**src/rtl/id_stage_reg.sv**
```systemverilog
// ID->EX pipeline register: captures decoded operands/control, turns condition-failed
// instructions into control-dead slots, and handles freeze, flush and hazard bubbles.
module id_stage_reg #(
    parameter int DATA_LEN     = 32,
    parameter int REG_ADDR_LEN = 4,
    parameter int EXE_CMD_LEN  = 4,
    parameter int KILL_CNT_LEN = 16
) (
    input  logic                    clk,
    input  logic                    rst,
    input  logic                    flush,
    input  logic                    freeze,
    input  logic                    hazard,
    input  logic                    condition_state,
    input  logic [DATA_LEN-1:0]     pc_in,
    input  logic [DATA_LEN-1:0]     val_rn_in,
    input  logic [DATA_LEN-1:0]     val_rm_in,
    input  logic                    imm_in,
    input  logic [11:0]             shift_operand_in,
    input  logic [23:0]             signed_imm_24_in,
    input  logic [REG_ADDR_LEN-1:0] dest_in,
    input  logic [REG_ADDR_LEN-1:0] src1_in,
    input  logic [REG_ADDR_LEN-1:0] src2_in,
    input  logic [EXE_CMD_LEN-1:0]  exe_cmd_in,
    input  logic                    wb_en_in,
    input  logic                    mem_r_en_in,
    input  logic                    mem_w_en_in,
    input  logic                    b_in,
    input  logic                    s_in,
    input  logic [3:0]              status_in,
    output logic [DATA_LEN-1:0]     pc_out,
    output logic [DATA_LEN-1:0]     val_rn_out,
    output logic [DATA_LEN-1:0]     val_rm_out,
    output logic                    imm_out,
    output logic [11:0]             shift_operand_out,
    output logic [23:0]             signed_imm_24_out,
    output logic [REG_ADDR_LEN-1:0] dest_out,
    output logic [REG_ADDR_LEN-1:0] src1_out,
    output logic [REG_ADDR_LEN-1:0] src2_out,
    output logic [EXE_CMD_LEN-1:0]  exe_cmd_out,
    output logic                    wb_en_out,
    output logic                    mem_r_en_out,
    output logic                    mem_w_en_out,
    output logic                    b_out,
    output logic                    s_out,
    output logic [3:0]              status_out,
    output logic                    valid_out,
    output logic [KILL_CNT_LEN-1:0] kill_count
);

    localparam logic [KILL_CNT_LEN-1:0] KILL_ONE = 1;

    logic bubble;
    logic load;
    assign bubble = flush | hazard;
    assign load   = ~freeze & ~bubble;

    always_ff @(posedge clk) begin
        if (rst || (!freeze && bubble)) begin
            pc_out            <= '0;
            val_rn_out        <= '0;
            val_rm_out        <= '0;
            imm_out           <= 1'b0;
            shift_operand_out <= '0;
            signed_imm_24_out <= '0;
            dest_out          <= '0;
            src1_out          <= '0;
            src2_out          <= '0;
            exe_cmd_out       <= '0;
            wb_en_out         <= 1'b0;
            mem_r_en_out      <= 1'b0;
            mem_w_en_out      <= 1'b0;
            b_out             <= 1'b0;
            s_out             <= 1'b0;
            status_out        <= '0;
            valid_out         <= 1'b0;
        end else if (load) begin
            pc_out            <= pc_in;
            val_rn_out        <= val_rn_in;
            val_rm_out        <= val_rm_in;
            imm_out           <= imm_in;
            shift_operand_out <= shift_operand_in;
            signed_imm_24_out <= signed_imm_24_in;
            dest_out          <= dest_in;
            src1_out          <= src1_in;
            src2_out          <= src2_in;
            // exe_cmd passes through on a kill; s_out=0 keeps it from touching flags
            exe_cmd_out       <= exe_cmd_in;
            wb_en_out         <= wb_en_in & condition_state;
            mem_r_en_out      <= mem_r_en_in & condition_state;
            mem_w_en_out      <= mem_w_en_in & condition_state;
            b_out             <= b_in & condition_state;
            s_out             <= s_in & condition_state;
            status_out        <= status_in;
            valid_out         <= condition_state;
        end
    end

    // Debug counter of condition-killed slots; saturates rather than wrapping
    always_ff @(posedge clk) begin
        if (rst) begin
            kill_count <= '0;
        end else if (load && !condition_state && kill_count != '1) begin
            kill_count <= kill_count + KILL_ONE;
        end
    end

endmodule

```
**config.mk**
```make
export PLATFORM = sky130hd
export DESIGN_NAME = id_stage_reg
export DESIGN_NICKNAME = d
export VERILOG_FILES = /design/src/rtl/id_stage_reg.sv
export SDC_FILE = /design/constraint.sdc
export NUM_CORES = 1
export LEC_CHECK = 0
export BUFFER_PORTS_ARGS = -buffer_cell sky130_fd_sc_hd__buf_4
export CAP_MARGIN = 20
export CORE_AREA = 2 2 133 135
export CTS_BUF_LIST = sky130_fd_sc_hd__clkbuf_8
export DETAILED_ROUTE_END_ITERATION = 8
export DIE_AREA = 0 0 135 137
export GPL_TIMING_DRIVEN = 0
export HOLD_SLACK_MARGIN = 0.12
export PLACE_DENSITY = 0.66
export SLEW_MARGIN = 20
export SYNTH_ARGS = -nofsm -noshare
export SYNTH_HDL_FRONTEND = slang
export SYNTH_SLANG_ARGS = --single-unit
```
**constraint.sdc**
```tcl
create_clock -name clk -period 2.7 [get_ports clk]
set_clock_uncertainty 0.2 [all_clocks]
set_input_delay 0.675 -clock clk [delete_from_list [all_inputs] [get_ports clk]]
set_output_delay 0.675 -clock clk [all_outputs]
set_load 0.005 [all_outputs]
```
==> results.toml, run 1 <==
[final_layout]
fin_util_pct = 53.6
final_cell_mix = "338 x buf_4, 175 x dfxtp_1, 164 x nor2_1, 153 x o22ai_1, 41 x clkbuf_1"
syn2layout_area_growth_pct = 54.3
mostFrequentLayoutCell = "buf_4"
diodes = 0
drive_gt1_share_pct = 37.4
nets = 1170
multi_input_area_sq_mm = 0.00221
seq_area_sq_mm = 0.00350
nFillCells = 1648

[cts]
insertion_delay_ns = 0.44
cts_root_buffer = "clkbuf_8"
cts_buffer_depth = 2
cts_max_level = 4
cts_tree = "built"
post_cts_buffers = 0
clock_sinks = 175
numCtsBuffers = 17
path_clk_slew_ns = 0.10

[drt]
vias = 6153
post_drt_wl_per_cell_um = 16.6
drtIter0Drc = 262
drc_errors = 0
post_drt_via_cell_ratio = 4.95
dr.pass1.iters = 4
wirelength_mm = 20.6
antenna_left = 0

[synth]
ys.flop_type = "dfxtp_1"
ys_types = 32
synth_compound_area_share_pct = 18.6
yosysTopAreaCell = "dfxtp_1"
synthAdderAreaFrac_pct = 0.211
yosysTopAreaCellShare_pct = 59.1
synth_top_family_by_area = "compound AO/OA/AOI/OAI gates"
yosysSeqAreaShare_pct = 59.1
ys_seq_elements = 175
yosys.area_share.xor_xnor_pct = 0
yosys.area_share.simple_pct = 16.4
async_reset_ff_share_pct = 0
ys_top_cells_by_area = "dfxtp_1 59%, o22ai_1 16%, nor2_1 10%"
syn_inst = 648
synthMuxAreaShare_pct = 1.86
syn_nets = 813
syn-cell-area_sq_mm = 0.00592
synth_edf_count = 0
ys_warn_count = 0
syn_avg_cell_area_sq_um = 9.14

[worst_hold_path]
hold_depth = 3
hold_path_class = "input pin to register"

[sta]
layout_worst_path_cycle_share_pct = 88.1
finalCriticalPeriod_ns = 2.38
setup-violations-final = 0
maxSlewHeadroom_pct = 52.4
hold_violations = 0
drv_slew = 0
hold_slack_ns = 0.249
worst_pin_slew_ns = 0.715
rsz0062_at_grt = "no"
fmax_mhz = 420

[setup_path]
crit_path_start_kind = "register"
crit_fanout = 9
r2r-end = "kill_count[0]"
cpPeakStageDelay_ns = 0.55
slowest_stage = "nor4_4"
r2r_start = "kill_count[0]"
crit_path_start = "kill_count[0]"
cp-endpoint = "kill_count[0]"
arrival_ns = 2.51
cp.required_ns = 2.83
r2r_cells = 5
worstSetupPathType = "register to register"
endpoint_kind = "register"
r2r_slack_ns = 0.32
path_cells = "ha_1 -> nand4_1 -> nor4_4 -> a21oi_1 -> mux2_2"

[floorplanning]
dieArea_sq_mm = 0.0185
initial_core_util_pct = 34.7
die_y_um = 137
die_w_um = 135
io_pins = 339
coreArea_sq_mm = 0.0171
rows = 48

[global_routing]
grt_max_degree = 17
met2_usage_pct = 37.3
antenna_found_initial = 0
grt.total_usage_pct = 21.7
use_met1_pct = 24.6
grt_pass1_wl_mm = 31.0
top_usage_layer = "met2"
grt_pass1_vias = 5788
use_met3_pct = 8.07
grt_overflow = 0

[placed_design]
place_hpwl_mm = 15.6
portBuffers = 338
finalWeightedCongestion = 0.815

[power]
leakage_nw = 4.09
power_density_mw_per_mm2 = 591
irDropWorstVdd_mv = 0.314

[flow_run]
max_cap_violations = 0

[outcome]
outcome = "finished clean"
## final cells by class
type / count / area share, %
well taps: 225 / 3.08
flip-flops and latches: 175 / 38.3
clock inverters: 15 / 1.60
clock buffers: 17 / 2.56
multi-input cells: 414 / 24.2
repair buffers: 338 / 27.8
plain buffers: 54 / 2.25
inverters: 5 / 0.205
## cell families (layout without fill, tap and decap cells)
logic type | count (synthesis) | in the layout
AO/OA/AOI/OAI | 177 | 177
adder cells (fa/ha/maj) | 1 | 1
buffers and inverters | 59 | 429
flip-flops | 175 | 175
multiplexers | 10 | 10
AND/OR/NAND/NOR | 226 | 226
## report_power, final
| group | switching, mW | internal [mW] |
|---|---|---|
| registers | 0.0773 | 2.73 |
| logic | 0.344 | 0.458 |
| clock network | 0.970 | 0.821 |
| total | 1.39 | 4.01 |
## critical path, delay by kind of cell, from the launching register on
kind            cells  cell delay, ns
fa+ha+maj           1            0.29
mux                 1            0.30
flops               1            0.44
compound gates      1            0.20
simple gates        2            0.85
## flip-flops by register name, summed over array words and instances (netlist names), 4 cells and up
name / flops
pc_out: 32
dest_out: 4
kill_count: 16
src1_out: 4
signed_imm_24_out: 24
src2_out: 4
val_rn_out: 32
exe_cmd_out: 4
status_out: 4
shift_operand_out: 12
val_rm_out: 32
## stage by stage
stage	area, sq um	instances	setup slack (ns)	total power [mW]	TNS [ns]
finish	9140	1243	0.322	5.40	0
global route	9140	1243	0.122	5.66	0
CTS	9130	1243	0.151	5.47	0
detailed placement	8750	1211	-0.112	3.67	-6.45
global placement	8740	1211	-0.198	3.66	-4.00
floorplan	5920	648	0.187	3.16	0
## timing repair
action	CTS	global route
setup endpoints to repair	0	4
resized for setup	0	1
hold buffers	0	0
## worst min-delay path by stage
stage	to	slack (ns)	startpoint
after global placement	mem_w_en_out	0.24	mem_w_en_out
after floorplan	b_out	0.25	b_out
after global routing	val_rm_out[20]	0.21	val_rm_in[20]
after CTS	signed_imm_24_out[15]	0.21	signed_imm_24_in[15]
final	val_rm_out[26]	0.25	val_rm_in[26]
after detailed placement	wb_en_out	0.25	wb_en_out
## Yosys cell counts (3+ instances only)
cell / instances
a211oi_1: 4
a21oi_1: 12
and3_1: 3
buf_1: 11
clkbuf_1: 41
dfxtp_1: 175
inv_1: 4
mux2_2: 8
nand2_1: 13
nand3_1: 13
nand4_1: 5
nor2_1: 164
nor2b_1: 8
nor3_1: 4
nor4_1: 3
o22ai_1: 153
o31ai_1: 4
or4_1: 5
## routing by layer
layer	wire (um)	vias up
li1	-	3043
met1	8090	2835
met2	10300	256
met3	1890	19
met4	354	0
met5	0	-
No activity file was read; power rests on OpenSTA's default activity.
==> run 2: changes to the inputs <==
--- a/config.mk
+++ b/config.mk
@@ -11,7 +11,6 @@
 export CTS_BUF_LIST = sky130_fd_sc_hd__clkbuf_8
 export DETAILED_ROUTE_END_ITERATION = 8
 export DIE_AREA = 0 0 135 137
-export GPL_TIMING_DRIVEN = 0
 export HOLD_SLACK_MARGIN = 0.12
 export PLACE_DENSITY = 0.66
 export SLEW_MARGIN = 20
==> run 2 against run 1 <==
Against the previous run: final cell count is 3.5% lower; global-route usage is 2.3 points lower; first-iteration DRC count is 1.5% higher; sequential share of layout area is 0.21 points higher; non-clock buffer count is 44 lower; cell area is 0.53% lower; utilization is 0.29 points lower; largest cell class unchanged.
==> results.toml, run 2 (synthesis gave the netlist of run 1 again) <==
[cts]
cts_max_level = 4
cts_resized = 0
path_clk_slew_ns = 0.10
numCtsBuffers = 17
cts_tree = "built"
insertion_delay_ns = 0.45
cts_root_buffer = "clkbuf_8"
clock_sinks = 175
cts_buffer_depth = 2
hold_buffers = 0
post_cts_buffers = 0

[setup_path]
crit_path_start_kind = "register"
worstSetupPathType = "register to register"
cpPeakStageDelay_ns = 0.47
r2r_cells = 5
cp.required_ns = 2.89
r2r_slack_ns = 0.46
arrival_ns = 2.43
slowest_stage = "or4_1"
path_buf_inv = 0
crit_fanout = 6
endpoint_kind = "register"
path_cells = "ha_1 -> nand4_1 -> or3_4 -> or4_1 -> a21oi_1"
r2r_start = "kill_count[0]"
path_delay_family = "simple AND/OR/NAND/NOR gates"
r2r-end = "kill_count[10]"

[worst_hold_path]
min_to = "signed_imm_24_out[16]"
hold_depth = 3
min_from = "signed_imm_24_in[16]"
hold_path_class = "input pin to register"

[floorplanning]
dieArea_sq_mm = 0.0185
die_w_um = 135
die_y_um = 137
initial_core_util_pct = 34.7
rows = 48
io_pins = 339
coreArea_sq_mm = 0.0171

[final_layout]
nets = 1126
final_cell_mix = "343 x buf_4, 175 x dfxtp_1, 164 x nor2_1, 153 x o22ai_1, 17 x clkbuf_8"
drive_gt1_share_pct = 40.2
mostFrequentLayoutCell = "buf_4"
diodes = 0
reg_top3 = "pc_out: 32 flops, val_rm_out: 32 flops, val_rn_out: 32 flops"
syn2layout_area_growth_pct = 53.4
fin_util_pct = 53.3

[sta]
maxSlewHeadroom_pct = 45.1
layout_worst_path_cycle_share_pct = 83.0
rsz0062_at_grt = "no"
finalCriticalPeriod_ns = 2.24
hold_slack_ns = 0.241
fin_tns_setup_ns = 0
drv_slew = 0
worst_pin_slew_ns = 0.823
fmax_mhz = 446
setup-violations-final = 0
hold_violations = 0

[power]
power_mw = 5.43
irDropWorstVdd_mv = 0.358
power_density_mw_per_mm2 = 597
pwr-share-seq_pct = 51.6
clkPwrFrac_pct = 33.8
leakage_nw = 4.09
internal_power_mw = 4.02
p_sw_share_pct = 25.9
p_comb_share_pct = 14.5
switching_power_mw = 1.40

[placed_design]
place_hpwl_mm = 12.8
finalWeightedCongestion = 0.774
portBuffers = 338

[global_routing]
grt_overflow = 0
grt_max_degree = 160
grt_pass1_vias = 5470
grt.total_usage_pct = 19.4
antenna_found_initial = 0
grt_pass1_wl_mm = 28.3

[drt]
antenna_left = 0
drtIter0Drc = 266
post_drt_wl_per_cell_um = 15.7
wirelength_mm = 18.9
drc_errors = 0
post_drt_via_cell_ratio = 4.96
vias = 5952
dr.pass1.iters = 6

[flow_run]
max_cap_violations = 0

[outcome]
outcome = "finished clean"
## run 2: worst register-to-register path, cell delays in order, from the launching register on
cell     delay, ns
dfxtp_1       0.41
ha_1          0.27
nand4_1       0.24
or3_4         0.45
or4_1         0.47
a21oi_1       0.14
## run 2: worst max-delay path by stage
stage / from / end / depth (start not counted)
2_1_floorplan: condition_state / kill_count[10] / 5
3_3_place_gp: condition_state / kill_count[10] / 5
3_5_place_dp: condition_state / kill_count[10] / 5
4_1_cts: kill_count[0] / kill_count[10] / 5
5_1_grt: kill_count[0] / kill_count[8] / 5
6_report: kill_count[0] / kill_count[10] / 5
## run 2: cell type report
cell class,instances,area [sq um]
sequential,175,3500
timing repair buffer,348,2680
tap,225,282
multi-input combinational,414,2210
clock buffer,17,234
fill,1654,7970
inverter,5,21.3
clock inverter,15,159
## run 2: routing by layer
layer,up-vias,share of wire [%],global-route usage (%)
met3,24,9.5,7.44
met4,0,1.8,6.83
met2,241,49,32.3
met1,2732,40,22.9
met5,-,0,0
li1,2955,-,-
## run 2: power groups by stage
stage | logic [mW] | registers, mW | clock network, mW
after CTS | 0.797 | 2.80 | 1.91
final | 0.789 | 2.80 | 1.84
after global routing | 0.861 | 2.82 | 2.01
after detailed placement | 0.795 | 2.86 | 0
after floorplan | 0.286 | 2.87 | 0
after global placement | 0.787 | 2.86 | 0
## run 2: metrics by stage
step	cell area (sq um)	setup WS, ns	cells
detailed placement	8700	0.109	1167
finish	9090	0.460	1199
CTS	9090	0.470	1199
global placement	8700	0.0928	1167
global route	9090	0.335	1199
floorplan	5920	0.187	648
==> run 3: changes to the inputs <==
--- a/config.mk
+++ b/config.mk
@@ -7,12 +7,12 @@
 export LEC_CHECK = 0
 export BUFFER_PORTS_ARGS = -buffer_cell sky130_fd_sc_hd__buf_4
 export CAP_MARGIN = 20
-export CORE_AREA = 2 2 133 135
+export CORE_AREA = 2 2 131 133
 export CTS_BUF_LIST = sky130_fd_sc_hd__clkbuf_8
 export DETAILED_ROUTE_END_ITERATION = 8
-export DIE_AREA = 0 0 135 137
+export DIE_AREA = 0 0 133 135
 export HOLD_SLACK_MARGIN = 0.12
-export PLACE_DENSITY = 0.66
+export PLACE_DENSITY = 0.7
 export SLEW_MARGIN = 20
 export SYNTH_ARGS = -nofsm -noshare
 export SYNTH_HDL_FRONTEND = slang
==> constraint.sdc (replaced) <==
create_clock -name clk -period 1.8 [get_ports clk]
set_clock_uncertainty 0.2 [all_clocks]
set_input_delay 0.45 -clock clk [delete_from_list [all_inputs] [get_ports clk]]
set_output_delay 0.45 -clock clk [all_outputs]
set_load 0.005 [all_outputs]
==> run 3 against run 2 <==
Against the previous run: register-to-register slack worse by 0.60 ns; via count up 18%; largest power group unchanged; the flow now finishes with violations (setup timing); non-clock buffer count up 204; largest cell class is now buffers; final cell count up 16%; die area down 2.9%; worst setup slack worse by 0.60 ns; critical endpoint is now kill_count[15]; worst hold slack worse by 0.055 ns; highest routed layer unchanged.
==> results.toml, run 3 (synthesis gave the netlist of run 1 again) <==
[power]
power_density_mw_per_mm2 = 735
irDropWorstVdd_mv = 0.585
power_mw = 8.25
leakage_nw = 5.02

[final_layout]
diodes = 0
reg_top3 = "pc_out: 32 flops, val_rm_out: 32 flops, val_rn_out: 32 flops"
final_area_sq_mm = 0.0112
final_cell_mix = "380 x buf_4, 166 x dfxtp_1, 164 x nor2_1, 158 x dlygate4sd3_1, 153 x o22ai_1"
syn2layout_area_growth_pct = 89.4
drive_gt1_share_pct = 39.7
finalNonFillerCells = 1396
nFillCells = 1158
mostFrequentLayoutCell = "buf_4"
nets = 1330

[setup_path]
r2r_start = "kill_count[6]"
cpPeakStageDelay_ns = 0.39
path_cells = "buf_4 -> and2_1 -> nand4_1 -> nor4b_4 -> mux2_4"
slowest_stage = "nor4b_4"
crit_path_start_kind = "register"
endpoint_kind = "register"
crit_path_start = "kill_count[6]"
crit_fanout = 6
r2r_slack_ns = -0.14
r2r-end = "kill_count[15]"
worstSetupPathType = "register to register"
r2r_cells = 5
path_delay_family = "simple AND/OR/NAND/NOR gates"
critical_path_depth = 5
cp.required_ns = 1.92
path_buf_inv = 1
arrival_ns = 2.06
cp-endpoint = "kill_count[15]"

[placed_design]
portBuffers = 338
finalWeightedCongestion = 0.838
place_hpwl_mm = 13.3
placed_area_sq_mm = 0.00903
dp_cells = 1199

[drt]
dr.pass1.iters = 5
drtIter0Drc = 362
antenna_left = 0
wirelength_mm = 23.0
vias = 7030
drc_errors = 0
post_drt_via_cell_ratio = 5.04
post_drt_wl_per_cell_um = 16.5

[sta]
worst_pin_slew_ns = 0.386
hold_violations = 0
maxSlewHeadroom_pct = 74.3
layout_worst_path_cycle_share_pct = 108
layout_setup_ws_ns = -0.140
rsz0062_at_grt = "yes"
drv_slew = 0
finalCriticalPeriod_ns = 1.94
setup-violations-final = 6
fmax_mhz = 515

[global_routing]
grt_overflow = 0
grt.total_usage_pct = 24.1
grt_max_degree = 80
grt_pass1_vias = 6926
grt_pass1_wl_mm = 34.7
antenna_found_initial = 0

[cts]
insertion_delay_ns = 0.44
path_clk_slew_ns = 0.09
cts_buffer_depth = 2
cts_tree = "built"
numCtsBuffers = 17
clock_sinks = 175
cts_root_buffer = "clkbuf_8"
cts_max_level = 4

[floorplanning]
die_w_um = 133
rows = 47
initial_core_util_pct = 36.1
io_pins = 339
coreArea_sq_mm = 0.0164
die_y_um = 135
dieArea_sq_mm = 0.0180

[worst_hold_path]
hold_path_class = "input pin to register"

[outcome]
outcome = "complete, but fails checks"
violations = "setup timing"

[flow_run]
max_cap_violations = 0
## run 3: how the worst min path moves through the flow
stage / start / to / cells past startpoint
2_1_floorplan: b_out / b_out / 2
3_3_place_gp: b_out / b_out / 2
3_5_place_dp: b_out / b_out / 2
4_1_cts: condition_state / s_out / 4
5_1_grt: condition_state / s_out / 4
6_report: condition_state / s_out / 4
## run 3: stage by stage
stage	TNS (ns)	util (%)	hold WS (ns)	worst slack, ns
after floorplan	-1.65	-	0.248	-0.467
after global placement	-5.69	55.0	0.240	-0.532
after detailed placement	-5.48	55.0	0.244	-0.545
after CTS	-0.630	67.7	0.136	-0.0872
after global routing	-0.701	68.4	0.145	-0.171
final	-0.340	68.4	0.187	-0.140
## run 3: power breakdown
group	internal, mW	total (mW)	leakage, nW	switching [mW]
clock network	1.09	2.50	0.172	1.42
logic	0.936	1.53	3.40	0.596
registers	4.09	4.21	1.45	0.122
total	6.11	8.25	5.02	2.14
## run 3: repair_timing
action                                  CTS  global route
resized for setup                        23            19
hold buffers                            158             0
buffers inserted                          6             4
endpoints found under the setup margin   17            16
pin swaps                                 9            10
cloned                                    0             0
hold endpoints to repair                158             0
## run 3: cell type report
cell class | count | area, sq um | area share [%]
multi-input cells | 414 | 2410 | 21.5
flip-flops and latches | 175 | 3510 | 31.3
inverters | 5 | 21.3 | 0.190
repair buffers | 552 | 4640 | 41.4
clock inverters | 13 | 118 | 1.05
clock buffers | 17 | 234 | 2.09
well taps | 220 | 275 | 2.45
## run 3: tightest hold or removal path, delay by kind of cell
kind                   cells  cell delay (ns)
buffers and inverters      2             0.23
AO/OA/AOI/OAI              1             0.06
AND/OR/NAND/NOR            1             0.06
## run 3: metal layers
layer / global-route usage [%] / vias up / routed length (um)
met5: 0 / - / 0
met4: 8.12 / 0 / 527
met3: 7.24 / 46 / 1690
met2: 43.3 / 305 / 11700
met1: 27.3 / 3307 / 9090
li1: - / 3372 / -
